<file path="config.mk">
export PLATFORM = sky130hd
export DESIGN_NAME = sequenciador_ula
export DESIGN_NICKNAME = d
export VERILOG_FILES = /design/src/rtl/seq_ula_pkg.sv /design/src/rtl/sequenciador_ula_contador_espera.sv /design/src/rtl/sequenciador_ula.sv
export SDC_FILE = /design/constraint.sdc
export NUM_CORES = 1
export LEC_CHECK = 0
export BUFFER_PORTS_ARGS = -buffer_cell sky130_fd_sc_hd__buf_2
export CELL_PAD_IN_SITES_DETAIL_PLACEMENT = 1
export CELL_PAD_IN_SITES_GLOBAL_PLACEMENT = 1
export CORE_ASPECT_RATIO = 0.5
export CORE_MARGIN = 4
export CORE_UTILIZATION = 30
export CTS_BUF_LIST = sky130_fd_sc_hd__clkbuf_4 sky130_fd_sc_hd__clkbuf_8
export DETAILED_ROUTE_END_ITERATION = 10
export PLACE_DENSITY_LB_ADDON = 0.1
export SLEW_MARGIN = 0
export SYNTH_ARGS = -nofsm -noshare
export SYNTH_HDL_FRONTEND = slang
export SYNTH_HIERARCHICAL = 1
export SYNTH_SLANG_ARGS = --single-unit
export TNS_END_PERCENT = 50
</file>
<file path="constraint.sdc">
create_clock -name clk -period 1.5 [get_ports clk]
set_input_delay 0.225 -clock clk [delete_from_list [all_inputs] [get_ports clk]]
set_output_delay 0.225 -clock clk [all_outputs]
set_load 0.02 [all_outputs]
</file>
<file path="src/rtl/seq_ula_pkg.sv">
// Shared definitions for the ALU command sequencer: opcodes, opcode check and FSM states.
package seq_ula_pkg;

  localparam int unsigned OP_W = 3;

  localparam logic [OP_W-1:0] OP_SOMA  = 3'b000;
  localparam logic [OP_W-1:0] OP_SUB   = 3'b001;
  localparam logic [OP_W-1:0] OP_XOR   = 3'b010;
  localparam logic [OP_W-1:0] OP_NOT   = 3'b011;
  localparam logic [OP_W-1:0] OP_IGUAL = 3'b110;
  localparam logic [OP_W-1:0] OP_DIF   = 3'b111;

  typedef enum logic [1:0] {
    StOcioso    = 2'd0,
    StEspera    = 2'd1,
    StResultado = 2'd2
  } estado_t;

  // Codes 100 and 101 have no driver inside the ALU.
  function automatic logic opcode_valido(input logic [OP_W-1:0] op);
    return !((op == 3'b100) || (op == 3'b101));
  endfunction

endpackage

</file>
<file path="src/rtl/sequenciador_ula_contador_espera.sv">
// Loadable down-counter that times the ALU register latency; zero flags expiry.
module contador_espera #(
  parameter int unsigned LATENCIA = 2
) (
  input  logic clk,
  input  logic rst,
  input  logic carrega,
  input  logic decrementa,
  output logic zero
);

  localparam int unsigned W = (LATENCIA < 1) ? 1 : $clog2(LATENCIA + 1);

  logic [W-1:0] cnt_q;

  always_ff @(posedge clk) begin
    if (rst) begin
      cnt_q <= '0;
    end else if (carrega) begin
      cnt_q <= W'(LATENCIA);
    end else if (decrementa && (cnt_q != '0)) begin
      cnt_q <= cnt_q - W'(1);
    end
  end

  assign zero = (cnt_q == '0);

endmodule

</file>
<file path="src/rtl/sequenciador_ula.sv">
// Single-outstanding command sequencer in front of the registered 8-bit ALU.
// Optional accumulator operand path enabled by defining SEQ_ACUMULADOR_EN.
module sequenciador_ula
  import seq_ula_pkg::*;
#(
  parameter int unsigned N        = 8,
  parameter int unsigned LATENCIA = 2
) (
  input  logic            clk,
  input  logic            rst,
  input  logic            cmd_valid,
  output logic            cmd_ready,
  input  logic [OP_W-1:0] cmd_opcode,
  input  logic [N-1:0]    cmd_a,
  input  logic [N-1:0]    cmd_b,
  input  logic            cmd_usa_acc,
  output logic [N-1:0]    ula_a,
  output logic [N-1:0]    ula_b,
  output logic [OP_W-1:0] ula_opcode,
  input  logic [N-1:0]    ula_s,
  input  logic            ula_flag,
  output logic            res_valid,
  input  logic            res_ready,
  output logic [N-1:0]    res_s,
  output logic            res_flag,
  output logic [OP_W-1:0] res_opcode,
  output logic            res_erro,
  output logic            ocupado
);

  estado_t         estado_q, estado_d;
  logic [N-1:0]    ula_a_q, ula_b_q, res_s_q;
  logic [OP_W-1:0] ula_op_q, res_op_q;
  logic            res_flag_q, res_erro_q;
  logic [N-1:0]    operando_a;
  logic            aceita, op_ok, captura, conta_zero;

  assign cmd_ready = (estado_q == StOcioso) && !rst;
  assign res_valid = (estado_q == StResultado);
  assign ocupado   = (estado_q != StOcioso);
  assign aceita    = cmd_valid && cmd_ready;
  assign op_ok     = opcode_valido(cmd_opcode);
  assign captura   = (estado_q == StEspera) && conta_zero;

`ifdef SEQ_ACUMULADOR_EN
  logic [N-1:0] acumulador_q;

  always_ff @(posedge clk) begin
    if (rst) begin
      acumulador_q <= '0;
    end else if (captura) begin
      acumulador_q <= ula_s;
    end
  end

  assign operando_a = cmd_usa_acc ? acumulador_q : cmd_a;
`else
  logic unused_usa_acc;
  assign unused_usa_acc = cmd_usa_acc;
  assign operando_a     = cmd_a;
`endif

  contador_espera #(
    .LATENCIA(LATENCIA)
  ) u_contador (
    .clk       (clk),
    .rst       (rst),
    .carrega   (aceita && op_ok),
    .decrementa(estado_q == StEspera),
    .zero      (conta_zero)
  );

  always_comb begin
    estado_d = estado_q;
    unique case (estado_q)
      StOcioso: begin
        if (cmd_valid && !rst) estado_d = op_ok ? StEspera : StResultado;
      end
      StEspera: begin
        if (conta_zero) estado_d = StResultado;
      end
      StResultado: begin
        if (res_ready) estado_d = StOcioso;
      end
      default: estado_d = StOcioso;
    endcase
  end

  always_ff @(posedge clk) begin
    if (rst) estado_q <= StOcioso;
    else     estado_q <= estado_d;
  end

  always_ff @(posedge clk) begin
    if (rst) begin
      ula_a_q    <= '0;
      ula_b_q    <= '0;
      ula_op_q   <= '0;
      res_s_q    <= '0;
      res_flag_q <= 1'b0;
      res_op_q   <= '0;
      res_erro_q <= 1'b0;
    end else begin
      if (aceita) begin
        res_op_q <= cmd_opcode;
        if (op_ok) begin
          ula_a_q  <= operando_a;
          ula_b_q  <= cmd_b;
          ula_op_q <= cmd_opcode;
        end else begin
          // No ALU run: ula_* keep the previous operation's values.
          res_s_q    <= '0;
          res_flag_q <= 1'b0;
          res_erro_q <= 1'b1;
        end
      end
      if (captura) begin
        res_s_q    <= ula_s;
        res_flag_q <= ula_flag;
        res_erro_q <= 1'b0;
      end
    end
  end

  assign ula_a      = ula_a_q;
  assign ula_b      = ula_b_q;
  assign ula_opcode = ula_op_q;
  assign res_s      = res_s_q;
  assign res_flag   = res_flag_q;
  assign res_opcode = res_op_q;
  assign res_erro   = res_erro_q;

endmodule

</file>
==> impl_results.md, run 1 <==
- Status: completed
- Pin count of the biggest net entering global routing: 22
- CP arrival: around 1300 ps
- Sequential fraction of the synthesis area: 0.517
- Slew margin rel.: 0.755
- Synth area leader: dfxtp_1
- Design area: between 2000 and 2500 um2
- Initial core utilization: 0.314
- Post-Syn Instances: about 150
- Worst-Margin Slew: between 300 and 400 ps
- TritonRoute pass-1 iters: 3
- RSZ-0062 raised after global routing: true
- DP Wirelength: 2990 um
- Final WS setup: roughly 13 ps
- GP Congestion: 0.700
- Total gr overflow: 0
- Ys Warns: 6
- Antenna cells: 0
- Final period utilization: 0.991
- Fin Setup TNS: 0 ps
- Total die area: a little under 6000 um2
- Syn avg cell area: about 9.2 um2
- Synthesized flop and latch total: 36
- Htree depth: 2
- Clock tree buffer depth: 2
- Vias in the first global route: roughly 1,500
- CTS clock-pin slew for the worst setup and hold paths: ~70 ps
- Leakage: 0.931 nW
- Unique masters post-synth: 28
- Placement Rows: 17
- Core footprint: between 4000 and 5000 um2
- Net Count, Synth: 185
- Clock sink count: 36
- Slew Limit Fails: 0
- Die Height: 56.2 um
- Min Clock Period, post-route: 1490 ps
- Hold buffer count at cts: 0
- WHS: 149 ps
- Routed WL: 4040 um
- Routed vias: ~1,400
- Total Nets Final: between 200 and 300
- Synth top area share: 0.517
- Clk_lat worst skew: approximately 280 ps
- Fin. Hold Viols: 0
- Final Setup Violations: 0
- DP Area: about 1900 um2
- Flop-to-flop setup slack: 50 ps
- CP Data Required Time: between 1000 and 1500 ps
- CTS root buffer: clkbuf_8
- Total CTS buffers: 5
- HP Class: in2reg
- Crit Path Category: reg2out
- WL/cell: about 14 um
- Initial antenna violation count: 0
- CP Launch Type: register
- Die Width: 104 um
- DRC Markers: 0
- CTS tree: done
- Total power draw: between 0.002 and 0.0025 W
- GRT Total Usage: 0.144
- IO Pins: 68
- CP Max Fanout: 3
- Drt initial violations: 7
- Fin Clk Skew: 7.65 ps
- Port Buffer Count: 66
- Area Overhead vs Synth: 43.7%
- Layout cells sized above 1: 0.441
- Max Fclk: 673 MHz
- First-pass GRT wire length: around 6900 um
- Remaining antenna violation count after routing: 0
- Top post-synthesis cells by area: dfxtp_1 52%, a21oi_1 8.3%, nand3_1 6.1%
- P per Cell Area: approximately 1100 nW/um2
- Synth Cell Area: roughly 1400 um2
- Max-Cap Viols: 0
- Pre-CTS WS: -143 ps
- Crit end category: output port
- Max rail drop VDD: 0.000443 V
- Vias per std cell: 4.77
per-stage QoR:
step,instances,utilization
3_5_place_dp,276,0.416
3_3_place_gp,276,0.416
4_1_cts,284,0.444
2_1_floorplan,151,-
5_1_grt,286,0.451
6_report,286,0.451
layout by cell type, fill, tap and decap left out, types with 4 or more instances in the layout:
cell type  count
buf_2         65
dfxtp_1       34
a21oi_1       23
nand3_1       17
o21ai_1       15
buf_4         15
a22o_1         9
nand2_1        6
clkbuf_8       5
nor2_1         4
o21ai_0        4
report_power, final:
part | total (W) | leakage, nW | internal (W) | switching, W
registers | 0.00103 | 0.294 | 0.00101 | 0.0000238
clock network | 0.000852 | 0.0586 | 0.000511 | 0.000341
logic | 0.000410 | 0.578 | 0.000176 | 0.000234
area by class of cell:
type | instances | area (um2)
fillers | 563 | 2440
flip-flops and latches | 36 | 723
multi-input cells | 99 | 614
repair buffers | 83 | 472
clock buffers | 6 | 76.3
well taps | 57 | 71.3
clock inverters | 2 | 35.0
inverters | 3 | 11.3
cells in the mapped netlist:
master    instances
dfxtp_1          36
a21oi_1          23
nand3_1          17
o21ai_1          15
a22o_1            9
clkbuf_1          6
nand2_1           6
nor2_1            5
buf_2             4
o21ai_0           4
inv_1             3
nor2b_1           3
nor3_1            3
and3b_1           2
buf_6             2
a211oi_1          1
a211oi_2          1
a221oi_1          1
buf_1             1
ha_1              1
nand2b_1          1
nand2b_4          1
nor3b_1           1
nor4b_4           1
or2_2             1
or3b_2            1
or4b_1            1
xnor2_1           1
registers in the layout, summed over array words and instances (netlist names):
| register | count |
|---|---|
| ula_a | 8 |
| res_erro | 1 |
| res_opcode | 3 |
| res_flag | 1 |
| estado_q | 2 |
| res_s | 8 |
| ula_opcode | 3 |
| u_contador/cnt_q | 2 |
| ula_b | 8 |
repair_timing:
item	4_1_cts	5_1_grt
resized for setup	3	4
setup endpoints to repair	11	17
setup buffers	0	2
pin swaps	1	2
endpoints found under the hold margin	0	0
worst max-delay path: stages, from the launching register on:
cell and delay (ps):
dfxtp_2 330, buf_4 130, or2_2 290, nor2_1 90, buf_4 140
logic make-up (layout without fill, tap and decap cells):
family,count (synthesis),in the layout,share of synthesized area
buf+inv,16,94,0.0574
flops,36,36,0.517
xor+xnor,1,1,0.00628
compound gates,54,54,0.228
fa+ha+maj,1,1,0.00898
simple gates,43,43,0.182
path summary, 6_finish.rpt:
path / cells past startpoint / to / startpoint
worst max-delay path: 4 / cmd_ready / estado_q[0]
worst min-delay path: 2 / res_s[0] / ula_s[0]
worst max register to register: 6 / res_s[3] / estado_q[1]
worst min register to register: 2 / res_opcode[1] / res_opcode[1]
routing by layer:
metal,vias to the layer above,GRT usage,part of all wire
li1,689,-,-
met4,0,0.0284,0.0017
met3,2,0.0591,0.069
met5,-,0,0
met1,634,0.171,0.48
met2,38,0.247,0.45
Power figures use the tool's default switching activity.
==> run 2: changes to the inputs <==
Settings changed: BUFFER_PORTS_ARGS -buffer_cell sky130_fd_sc_hd__buf_2 to not set, CORE_UTILIZATION 30 to 41, DONT_BUFFER_PORTS set to 1.
==> run 2 against run 1 <==
Against the previous run: the flow now finishes with violations (negative setup slack); combinational power decreased by 34%; via count decreased by 15%; non-clock buffer count decreased by 64; total power decreased by 12%; cell area decreased by 18%; hold slack got worse by 140 ps; sequential share of layout area increased by 7.7 points; utilization increased by 7.8 points; clock skew decreased by 5.1 ps; largest cell class unchanged; highest routed layer unchanged.
==> impl_results.md, run 2 (synthesis results as in run 1) <==
- WL/cell: between 15 and 20 um
- Pin count of the biggest net entering global routing: 30
- Htree depth: 2
- CP cell instances: buf_4, or2_4, nor2_1, buf_4
- Max Fclk: ~670 MHz
- CTS clock-pin slew for the worst setup and hold paths: 70 ps
- Commonest non-fill, non-tap cells in the layout: 35 x dfxtp_1, 23 x a21oi_1, 17 x nand3_1
- Min Clock Period, post-route: about 1500 ps
- Status: finished with violations
- GRT Total Usage: 0.173
- DRC Markers: 0
- First-pass GRT wire length: about 6000 um
- Initial antenna violation count: 0
- CP Launch Type: register
- Remaining antenna violation count after routing: 0
- Placement Rows: 14
- RSZ-0062 raised after global routing: true
- Routed vias: 1,164
- Hold EP: estado_q[1]
- Routed WL: 3890 um
- Slew margin rel.: 0.576
- Clk_lat worst skew: around 280 ps
- HP Class: in2reg
- Initial core utilization: 0.447
- CTS root buffer: clkbuf_8
- Core footprint: 3120 um2
- Crit Path Category: reg2out
- Total Nets Final: about 200
- Clock tree buffer depth: 2
- Failing checks: negative setup slack
- Final period utilization: 1.00
- Pre-CTS WS: -91.3 ps
- Total die area: 4450 um2
- Worst-Margin Slew: roughly 630 ps
- Total CTS buffers: 5
- Reg2reg end: res_s[7]
- Reg-to-Reg Start: estado_q[1]
- Final WS setup: -2.04 ps
- Clock sink count: 36
- Leakage: between 0.6 and 0.7 nW
- CP Max Fanout: 5
- Final Setup Violations: 1
- Design area: 1650 um2
- Most used cell, CP: buf_4
- DP Wirelength: about 2500 um
- Flop-to-flop setup slack: around 30 ps
- Fin Clk Skew: 2.53 ps
- Area Overhead vs Synth: 18.2%
- Crit-path slowest cell: dfxtp_1
- Max rail drop VDD: 0.000540 V
- Antenna cells: 0
- Slew Limit Fails: 0
- Fin. Hold Viols: 0
- P per Cell Area: about 1200 nW/um2
- R2R depth: 6
- IO Pins: slightly below 70
- Vias per std cell: 5.71
- Layout cells sized above 1: 0.195
- Fin Setup TNS: -2.04 ps
- Die Width: 90.5 um
- CTS tree: done
- CP Data Required Time: 1270 ps
- Slowest stage delay, CP: slightly above 300 ps
- Die Height: roughly 50 um
- Hold path cells: 1
- Hold Startpoint: rst
- Total gr overflow: 0
- Drt initial violations: 39
- Most common cell after layout, fill and taps aside: dfxtp_1
- Max-Cap Viols: 0
- Port Buffer Count: 0
- TritonRoute pass-1 iters: 4
- CP arrival: between 1000 and 1500 ps
- Filler Cell Count: 356
- DP Area: ~1500 um2
- Crit end category: output port
- Vias in the first global route: 1,136
- GP Congestion: roughly 0.7
-- run 2: per-stage QoR --
stage | hold WS (ps) | utilization | instances | power [W]
2_1_floorplan | 298 | - | 151 | 0.00128
5_1_grt | -2.33 | 0.528 | 204 | 0.00214
4_1_cts | 0.611 | 0.508 | 199 | 0.00200
3_3_place_gp | 295 | 0.476 | 191 | 0.00133
3_5_place_dp | 301 | 0.476 | 191 | 0.00134
6_report | 10.9 | 0.528 | 204 | 0.00201
-- run 2: power by group --
group | switching [W] | total (W) | internal [W] | leakage (nW)
Clock | 0.000315 | 0.000648 | 0.000333 | 0.0445
Combinational | 0.000148 | 0.000272 | 0.000125 | 0.278
Sequential | 0.0000848 | 0.00109 | 0.00101 | 0.293
-- run 2: worst max path at each step --
stage,end,from,cells after the start
detailed placement,res_s[5],u_contador/cnt_q[0],5
global placement,res_s[5],u_contador/cnt_q[0],5
finish,cmd_ready,estado_q[0],4
floorplan,u_contador/cnt_q[1],estado_q[1],6
global route,cmd_ready,estado_q[0],4
CTS,ula_opcode[2],estado_q[0],5
-- run 2: timing repair --
action	in CTS	in global routing
setup endpoints to repair	10	33
pin swaps	1	2
endpoints found under the hold margin	4	16
hold buffers	1	2
gates resized for setup	2	3
setup buffers	0	3
-- run 2: per-layer routing --
layer  global-route usage  routed length, um  vias up
met3               0.0909                365        4
met1                0.192               1650      552
li1                     -                  -      562
met2                0.287               1840       46
met4               0.0609                 37        0
met5                    0                  0        -
-- run 2: critical path, delay by kind of cell (launching register included) --
| family | cells | cell delay [ps] |
|---|---|---|
| DFF | 1 | 310 |
| buffers and inverters | 2 | 300 |
| and+or+nand+nor | 2 | 380 |
-- run 2: final cells by class --
cell class / instances / area (um2) / share of cell area
clock buffer: 6 / 76.3 / 0.0463
inverter: 3 / 11.3 / 0.00683
multi-input combinational: 99 / 617 / 0.374
tap: 40 / 50.0 / 0.0304
clock inverter: 1 / 5.00 / 0.00304
sequential: 36 / 722 / 0.438
timing repair buffer: 19 / 166 / 0.101
